===== config.mk =====
export PLATFORM = sky130hd
export DESIGN_NAME = instr_sequencer
export DESIGN_NICKNAME = d
export VERILOG_FILES = /design/src/rtl/seq_pkg.sv /design/src/rtl/instr_fifo.sv /design/src/rtl/instr_sequencer.sv
export SDC_FILE = /design/constraint.sdc
export NUM_CORES = 1
export LEC_CHECK = 0
export BUFFER_PORTS_ARGS = -buffer_cell sky130_fd_sc_hd__buf_4
export CORE_UTILIZATION = 45
export DETAILED_ROUTE_END_ITERATION = 7
export PLACE_DENSITY_LB_ADDON = 0.3
export SLEW_MARGIN = 30
export SYNTH_ARGS = -nofsm -noshare
export SYNTH_HDL_FRONTEND = slang
export SYNTH_SLANG_ARGS = --single-unit

===== constraint.sdc =====
create_clock -name clk -period 2 [get_ports clk]
set_input_delay 0.1 -clock clk [delete_from_list [all_inputs] [get_ports clk]]
set_output_delay 0.1 -clock clk [all_outputs]
set_load 0.05 [all_outputs]

===== src/rtl/seq_pkg.sv =====
// Shared definitions for the instruction sequencer: instruction word layout, opcodes and
// the sequencer FSM encoding.
package seq_pkg;

  localparam int unsigned INSTR_W = 14;

  localparam int unsigned F_MSB    = 13;
  localparam int unsigned F_LSB    = 12;
  localparam int unsigned RX_MSB   = 11;
  localparam int unsigned RX_LSB   = 10;
  localparam int unsigned RY_MSB   = 9;
  localparam int unsigned RY_LSB   = 8;
  localparam int unsigned DATA_MSB = 7;
  localparam int unsigned DATA_LSB = 0;

  localparam logic [1:0] OP_LOAD = 2'b00;
  localparam logic [1:0] OP_MOV  = 2'b01;
  localparam logic [1:0] OP_ADD  = 2'b10;
  localparam logic [1:0] OP_SUB  = 2'b11;

  typedef enum logic [1:0] {
    StIdle  = 2'b00,
    StIssue = 2'b01,
    StWait  = 2'b10
  } seq_state_e;

endpackage


===== src/rtl/instr_fifo.sv =====
// DEPTH x INSTR_W synchronous FIFO holding queued instructions; DEPTH must be a power of two
// and at least 2. Pointers wrap naturally; occupancy is kept in its own counter.
module instr_fifo
  import seq_pkg::*;
#(
  parameter int unsigned DEPTH = 4
) (
  input  logic                    clk,
  input  logic                    Reset,
  input  logic                    push_i,
  input  logic [INSTR_W-1:0]      wdata_i,
  input  logic                    pop_i,
  output logic [INSTR_W-1:0]      head_o,
  output logic [$clog2(DEPTH):0]  count_o,
  output logic                    full_o,
  output logic                    empty_o
);

  localparam int unsigned PtrW = (DEPTH > 1) ? $clog2(DEPTH) : 1;
  localparam int unsigned CntW = $clog2(DEPTH) + 1;

  logic [INSTR_W-1:0] mem_q [DEPTH];
  logic [PtrW-1:0]    head_q, head_d;
  logic [PtrW-1:0]    tail_q, tail_d;
  logic [CntW-1:0]    count_q, count_d;
  logic               push_ok, pop_ok;

  assign full_o  = (count_q == CntW'(DEPTH));
  assign empty_o = (count_q == '0);
  assign push_ok = push_i & ~full_o;
  assign pop_ok  = pop_i & ~empty_o;
  assign head_o  = mem_q[head_q];
  assign count_o = count_q;

  always_comb begin
    head_d  = head_q;
    tail_d  = tail_q;
    count_d = count_q;
    if (push_ok) tail_d = tail_q + 1'b1;
    if (pop_ok)  head_d = head_q + 1'b1;
    case ({push_ok, pop_ok})
      2'b10:   count_d = count_q + 1'b1;
      2'b01:   count_d = count_q - 1'b1;
      default: count_d = count_q;
    endcase
  end

  always_ff @(posedge clk) begin
    if (push_ok && !Reset) mem_q[tail_q] <= wdata_i;
  end

  always_ff @(posedge clk) begin
    if (Reset) begin
      head_q  <= '0;
      tail_q  <= '0;
      count_q <= '0;
    end else begin
      head_q  <= head_d;
      tail_q  <= tail_d;
      count_q <= count_d;
    end
  end

endmodule


===== src/rtl/instr_sequencer.sv =====
// Queues host instructions and hands them one at a time to the processor via the w/Tstep0/Done
// handshake. Define SEQ_WATCHDOG_EN to abort instructions stuck in WAIT for WD_LIMIT cycles.
module instr_sequencer
  import seq_pkg::*;
#(
  parameter int unsigned DEPTH    = 4,
  parameter int unsigned WD_LIMIT = 15
) (
  input  logic               clk,
  input  logic               Reset,
  input  logic               InValid,
  output logic               InReady,
  input  logic [INSTR_W-1:0] InInstr,
  input  logic               Tstep0,
  input  logic               Done,
  output logic               w,
  output logic [1:0]         F,
  output logic [1:0]         Rx,
  output logic [1:0]         Ry,
  output logic [7:0]         Data,
  output logic               Busy,
  output logic [7:0]         Retired,
  output logic               Err
);

  localparam int unsigned CntW = $clog2(DEPTH) + 1;

  seq_state_e         state_q, state_d;
  logic [7:0]         retired_q, retired_d;
  logic [INSTR_W-1:0] fifo_head;
  logic [CntW-1:0]    fifo_count;
  logic               fifo_full, fifo_empty;
  logic               push_ok, pop;
  logic               more_after_pop;

  instr_fifo #(
    .DEPTH (DEPTH)
  ) u_fifo (
    .clk     (clk),
    .Reset   (Reset),
    .push_i  (InValid),
    .wdata_i (InInstr),
    .pop_i   (pop),
    .head_o  (fifo_head),
    .count_o (fifo_count),
    .full_o  (fifo_full),
    .empty_o (fifo_empty)
  );

  assign InReady = ~fifo_full;
  assign push_ok = InValid & ~fifo_full;
  // A same-cycle push keeps the queue occupied even when the head is the last entry.
  assign more_after_pop = push_ok | (fifo_count > CntW'(1));

`ifdef SEQ_WATCHDOG_EN
  localparam int unsigned WdW = $clog2(WD_LIMIT + 1);
  logic [WdW-1:0] wd_q, wd_d;
  logic           err_q, err_d;
  assign Err = err_q;
`else
  logic [31:0] unused_wd_limit;
  assign unused_wd_limit = WD_LIMIT;
  assign Err = 1'b0;
`endif

  always_comb begin
    state_d   = state_q;
    retired_d = retired_q;
    pop       = 1'b0;
`ifdef SEQ_WATCHDOG_EN
    wd_d      = wd_q;
    err_d     = err_q;
`endif
    unique case (state_q)
      StIdle: begin
        if (!fifo_empty) state_d = StIssue;
      end
      StIssue: begin
        if (Tstep0) begin
          state_d = StWait;
`ifdef SEQ_WATCHDOG_EN
          wd_d    = '0;
`endif
        end
      end
      StWait: begin
        if (Done) begin
          pop       = 1'b1;
          retired_d = retired_q + 8'd1;
          state_d   = more_after_pop ? StIssue : StIdle;
        end
`ifdef SEQ_WATCHDOG_EN
        else if (wd_q == WdW'(WD_LIMIT - 1)) begin
          pop     = 1'b1;
          err_d   = 1'b1;
          state_d = StIdle;
        end else begin
          wd_d = wd_q + 1'b1;
        end
`endif
      end
      default: state_d = StIdle;
    endcase
  end

  always_ff @(posedge clk) begin
    if (Reset) begin
      state_q   <= StIdle;
      retired_q <= '0;
`ifdef SEQ_WATCHDOG_EN
      wd_q      <= '0;
      err_q     <= 1'b0;
`endif
    end else begin
      state_q   <= state_d;
      retired_q <= retired_d;
`ifdef SEQ_WATCHDOG_EN
      wd_q      <= wd_d;
      err_q     <= err_d;
`endif
    end
  end

  assign w       = (state_q == StIssue);
  assign Busy    = ~fifo_empty | (state_q != StIdle);
  assign Retired = retired_q;

  // Fields follow the head entry in ISSUE and WAIT and read as zero in IDLE.
  always_comb begin
    F    = '0;
    Rx   = '0;
    Ry   = '0;
    Data = '0;
    if (state_q != StIdle) begin
      F    = fifo_head[F_MSB:F_LSB];
      Rx   = fifo_head[RX_MSB:RX_LSB];
      Ry   = fifo_head[RY_MSB:RY_LSB];
      Data = fifo_head[DATA_MSB:DATA_LSB];
    end
  end

endmodule

# --- Word level (Yosys, flattened, before mapping) ---
# Memory sizes are Yosys's and may differ from the RTL's. A register that Yosys moved wholly into a read port is not among the register bits.
# Index checks and enable logic that the tools add are counted.
classes:
  add_sub_neg: 5
  n_lt_le_gt_ge: 1
  n_eq_ne: 8
  muxes: 16
  bitwise_logic: 6
  reduce_logical: 8
ops:
  columns: ["cell", "count"]
  rows:
  - ["2-to-1 mux 2 bit", 8]
  - ["adder 8 x 1 -> 8 bit, second input constant", 1]
  - ["2-to-1 mux 8 bit", 1]
  - ["!= test 2 bit, second input constant", 3]
  - ["one-hot mux 2 bit (3 select lines)", 1]
  - ["one-hot mux 3 bit (2 select lines)", 1]
  - ["2-to-1 mux 1 bit", 5]
  - ["adder 2 x 1 -> 2 bit, second input constant", 2]
  - ["equality test 2 x 1 -> 1 bit, second input constant", 2]
  - ["equality test 2 bit, second input constant", 2]
  - ["nonzero test 2 bit", 2]
  - ["adder 3 x 1 -> 3 bit, second input constant", 1]
  - ["equality test 3 bit, second input constant", 1]
  - ["> comparator 3 x 1 -> 1 bit, second input constant", 1]
  - ["zero test 3 bit", 1]
  - ["AND reduction 3 bit", 1]
  - ["subtractor 3 x 1 -> 3 bit, second input constant", 1]
  - ["bitwise AND 1 bit", 2]
  - ["zero test 2 bit", 1]
  - ["inverter 1 bit", 2]
  - ["OR 1 bit", 2]
  - ["AND reduction 2 bit", 1]
  - ["logical AND 1 bit", 1]
  - ["zero test 1 bit", 1]
word_totals:
  reg_bits: 17
  ramBits: 56
  input_bits: 19
  output_inout_bits: 26
  wordCells: 50
  memories: 1
mem_list:
  columns: ["memory", "depth", "width", "rd", "rd_clocked_by_memory_dff", "write_ports", "line_no", "rtl"]
  rows:
  - ["u_fifo.mem_q", 4, 14, 1, 1, 1, "instr_fifo.sv:22", "logic [INSTR_W-1:0] mem_q [DEPTH];"]

# --- Depth between registers and ports, before layout ---
depth:
  word_depth: 7
  mapped_depth: 8
  depth_no_buf: 8

# --- Cells and area by module ---
# A second synthesis with hierarchy kept.
unflattened:
  cells_unflattened: 200
  area_unflattened_um2: 3143.0
modules_own_cells:
  columns: ["module", "instances", "cells_per_inst", "area_each_um2", "seq_area_each_um2"]
  rows:
  - ["instr_fifo", 1, 127, 2534.9, 1861.8]
  - ["instr_sequencer", 1, 73, 608.1, 200.2]

# --- Least setup slack after synthesis ---
# No wires, ideal clock.
synth_path:
  path_kind: "reg-to-reg"
  from: "register u_fifo.count_q[0] (netlist: u_fifo.count_o[0])"
  to: "memory u_fifo.mem_q[2][0], enable pin"
  setup_time_ns: 0.366
  arrival_ns: 1.562
  required_ns: 1.634
  slack_ns: 0.072
  path_stages_with_launch: 7
  path_buffers: 0
  period_less_slack_ns: 1.928
  cell_sequence: "dfxtp_1 > inv_1 > ha_1 > a21boi_0 > inv_1 > nor2_1 > and2_1"
synth_between:
  elab_chain_cells: 6
synth_rtl:
  columns: ["item", "line_no", "rtl"]
  rows:
  - ["from (decl)", "instr_fifo.sv:25", "logic [CntW-1:0] count_q, count_d;"]
  - ["from (signal assigned)", "instr_fifo.sv:60", "count_q <= count_d;"]
  - ["equality test 3 bit", "instr_fifo.sv:28", "assign full_o = (count_q == CntW'(DEPTH));"]
  - ["inverter 1 bit", "instr_fifo.sv:30", "assign push_ok = push_i & ~full_o;"]
  - ["bitwise AND 1 bit", "instr_fifo.sv:30", null]
  - ["logical AND 1 bit", "instr_fifo.sv:49", "if (push_ok && !Reset) mem_q[tail_q] <= wdata_i;"]
  - ["2-to-1 mux 1 bit", "instr_fifo.sv:49", null]
  - ["2-to-1 mux 1 bit (implied by the code)", "instr_fifo.sv:49", null]
  - ["to (decl)", "instr_fifo.sv:22", null]
# Every way passes these cells.

# --- Worst setup path after layout ---
layout_path:
  from: "register u_fifo.count_q[0] (netlist: u_fifo.count_o[0])"
  to: "register u_fifo.count_q[2] (netlist: u_fifo.count_o[2])"
layout_between:
  elab_chain_cells: 5
  elab_cells_between_ends: 12
  classes_between: "add/sub: 2; eq/ne: 3; mux: 1; bitwise: 4; reduce/logical: 2"
layout_rtl:
  columns: ["item", "line_no", "rtl"]
  rows:
  - ["equality test 3 bit or zero test 3 bit (tied branches)", "instr_fifo.sv:28, instr_fifo.sv:29", null]
  - ["inverter 1 bit (on tied branches)", "instr_fifo.sv:30, instr_fifo.sv:31", null]
  - ["bitwise AND 1 bit (on tied branches)", "instr_fifo.sv:30, instr_fifo.sv:31", null]
  - ["equality test 2 x 1 -> 1 bit or equality test 2 bit (tied branches)", "instr_fifo.sv:41", "case ({push_ok, pop_ok})"]
  - ["one-hot mux 3 bit (2 select lines) or nonzero test 2 bit (tied branches)", null, null]
# Parallel ways exist; a longest one is shown, timed or not.
# A chain may end at the register's enable or synchronous reset.

==> impl_metrics.json <==
{
  "cts_made_buffers": 9,
  "yosys.area_share.simple_pct": 10.1,
  "min_to": "state_q[1]",
  "end_kind": "register",
  "min_from": "Tstep0",
  "cts_root_buf": "clkbuf_8",
  "via_per_inst": 5.07,
  "clockBufferDepth": 2,
  "crit_family": "adder cells",
  "critical_path_class": "reg2reg",
  "wl_um": 5440,
  "powerDensity_mw_per_mm2": 863,
  "synth_edf_count": 56,
  "drv_slew": 0,
  "place_congestion": 0.732,
  "finalPower_mw": 3.38,
  "synth_fp_nets": 228,
  "vias": 1780,
  "reg2reg_slack_ps": 110,
  "clock.fmax_ghz": 0.529,
  "numPortBuffers": 43,
  "ant_nets": 0,
  "grt-ovfl-total": 0,
  "preCtsSetupSlack_ps": 58.3,
  "rows": 29,
  "ys_async_sr_fraction_pct": 0,
  "synth_top_family_by_area": "multiplexers",
  "antenna_found_initial": 0,
  "ios": 45,
  "synth_flop_cell": "edfxtp_1",
  "synth_top_area_cell": "edfxtp_1",
  "synth-adder-area-share_pct": 3.65,
  "drive_above_1_share_pct": 30.3,
  "ys_seq_area_share_pct": 66.9,
  "synthCells": 200,
  "setup_viol_count_final": 0,
  "wire_per_inst_um": 15.5,
  "status": "completed",
  "nFillCells": 502,
  "cp.required_ps": 2260,
  "arrival_ps": 2150,
  "leakage_nw": 1.41,
  "holdWs_ps": 49.6,
  "regArea_mm2": 0.00206,
  "yosysWarnings": 0,
  "path_max_fanout": 4,
  "maxCapViolCount": 0,
  "grt_usage_pct": 16.7,
  "yosysTopAreaCellShare_pct": 54.6,
  "drtIter0Drc": 72,
  "crit_chain": "inv_1, ha_1, a21boi_1, inv_1, ha_1, mux2i_1, or3_1, a21oi_1",
  "postSynthAreaPerCell_um2": 15.4,
  "n_antenna_cell": 0,
  "vdd_ir_drop_max_uv": 343,
  "tns_ps": 0,
  "ff2ff_path_depth": 8,
  "grt_max_degree": 21,
  "fin_nets": 297,
  "fin_crit_ps": 1890,
  "dp_hpwl_um": 3630,
  "critical-path-slowest-cell": "dfxtp_1",
  "cts_tree": "done",
  "min_path_type": "in2reg",
  "netlist_area_mm2": 0.00308,
  "grt_pass1_wl_um": 8890,
  "crit_buf_inv": 2,
  "dieWidth_um": 84.8,
  "synth_commonest_cells": "edfxtp_1 (56), dfxtp_1 (19), nor2b_1 (17)",
  "synth_compound_area_share_pct": 4.26,
  "worstSetupStartpointType": "register",
  "ctsHtreeMaxLevel": 3,
  "die-height_um": 84.8,
  "clock_latency_ps": 330,
  "timing.rr.end": "u_fifo.count_o[2]",
  "firstDrtPassIters": 6,
  "r2r_start": "u_fifo.count_o[0]",
  "hold_viol": 0,
  "timing.final.ws_setup_ps": 108,
  "first_global_vias": 1853,
  "synth_xor_area_share_pct": 1.14,
  "hold_path_depth": 3,
  "finalCritPeriodShare_pct": 94.6,
  "cts.sinks": 75,
  "synth_cell_types": 35,
  "start_util_pct": 47.4,
  "synthTopCellsByArea": "edfxtp_1 (55%), dfxtp_1 (12%), mux4_2 (10%), ha_1 (3.7%), nor2b_1 (3.5%)",
  "coreArea_mm2": 0.00649,
  "drcViolationCount": 0,
  "yosysMostFrequentCell": "edfxtp_1",
  "rsz0062_at_grt": "true",
  "synthMuxAreaShare_pct": 11.2,
  "finClkSkew_ps": 6.99,
  "multi_input_area_um2": 942,
  "slowest_delay_ps": 370,
  "ys_seq_elements": 75,
  "cts.clk_slew.worst_paths_ps": 70,
  "die_area_mm2": 0.00718,
  "area_growth_pct": 26.9
}
[power by group]
part	switching (mW)	leakage, nW	internal [mW]	total (mW)
Clock	0.535	0.0943	0.577	1.11
Sequential	0.0246	0.663	1.71	1.74
Combinational	0.329	0.654	0.195	0.524
[tightest hold or removal path, delay by kind of cell]
kind,cells,cell delay [ps]
buf+inv,1,80
compound gates,1,70
simple gates,1,90
[layer usage]
metal | part of all wire (%) | up-vias | GRT usage [%] | wire length (µm)
li1 | - | 884 | - | -
met1 | 47 | 864 | 21.2 | 2530
met2 | 50 | 26 | 27.5 | 2700
met3 | 2.2 | 6 | 4.13 | 118
met4 | 1.6 | 0 | 6.93 | 87
met5 | 0 | - | 0 | 0
[repair_timing]
action,CTS,global route
endpoints found under the setup margin,0,23
resized for setup,0,3
hold buffers,14,0
buffers inserted,0,0
endpoints found under the hold margin,56,0
[stage by stage]
stage | instances | util, % | instance area (µm²)
2_1_floorplan | 200 | - | 3080
3_3_place_gp | 321 | 55.0 | 3570
3_5_place_dp | 321 | 55.0 | 3570
4_1_cts | 351 | 60.1 | 3900
5_1_grt | 351 | 60.2 | 3910
6_report | 351 | 60.2 | 3910
[cell type report]
| type | count | area share (%) |
|---|---|---|
| clock buffer | 10 | 3.26 |
| inverter | 9 | 0.864 |
| tap | 77 | 2.46 |
| sequential | 75 | 52.7 |
| timing repair buffer | 66 | 14.9 |
| multi-input combinational | 108 | 24.1 |
| clock inverter | 6 | 1.63 |
[cell families (layout without fill, tap and decap cells)]
logic type      after synthesis  after routing
flops                        75             75
fa+ha+maj                     9              9
mux                          17             17
other cells                   1              1
simple gates                 55             55
buf+inv                      17             91
xor+xnor                      4              4
compound gates               22             22
[layout by cell type, fill, tap and decap left out, types with 2 or more instances in the layout]
| cell type | instances |
|---|---|
| a21oi_1 | 11 |
| and2_1 | 4 |
| buf_12 | 4 |
| buf_4 | 47 |
| clkbuf_8 | 9 |
| dfxtp_1 | 19 |
| dlygate4sd3_1 | 14 |
| edfxtp_1 | 56 |
| ha_1 | 9 |
| inv_1 | 9 |
| mux2i_1 | 2 |
| mux4_2 | 14 |
| nand2_1 | 8 |
| nor2_1 | 11 |
| nor2b_1 | 16 |
| o21ai_0 | 4 |
| o31ai_1 | 3 |
| or3_1 | 4 |
| or4_1 | 3 |
| xor2_1 | 3 |
[sequential cells by signal (all words and copies together), names as in the netlist, named ones only]
register / flops
u_fifo.head_q: 2
u_fifo.tail_q: 2
u_fifo.count_o: 3
Retired: 8
state_q: 2
u_fifo.mem_q: 56
[worst max-delay path by stage]
stage                       from                 end  slack [ps]  depth (start not counted)
2_1_floorplan  u_fifo.count_o[0]  u_fifo.mem_q[2][0]          70                          6
3_3_place_gp   u_fifo.count_o[0]   u_fifo.count_o[2]         160                          8
3_5_place_dp   u_fifo.count_o[1]   u_fifo.count_o[2]          60                          8
4_1_cts        u_fifo.count_o[1]   u_fifo.count_o[2]          30                          8
5_1_grt        u_fifo.count_o[0]   u_fifo.count_o[2]         -20                          8
6_report       u_fifo.count_o[0]   u_fifo.count_o[2]         110                          8
Note: power is estimated with default switching activity, not from simulation.
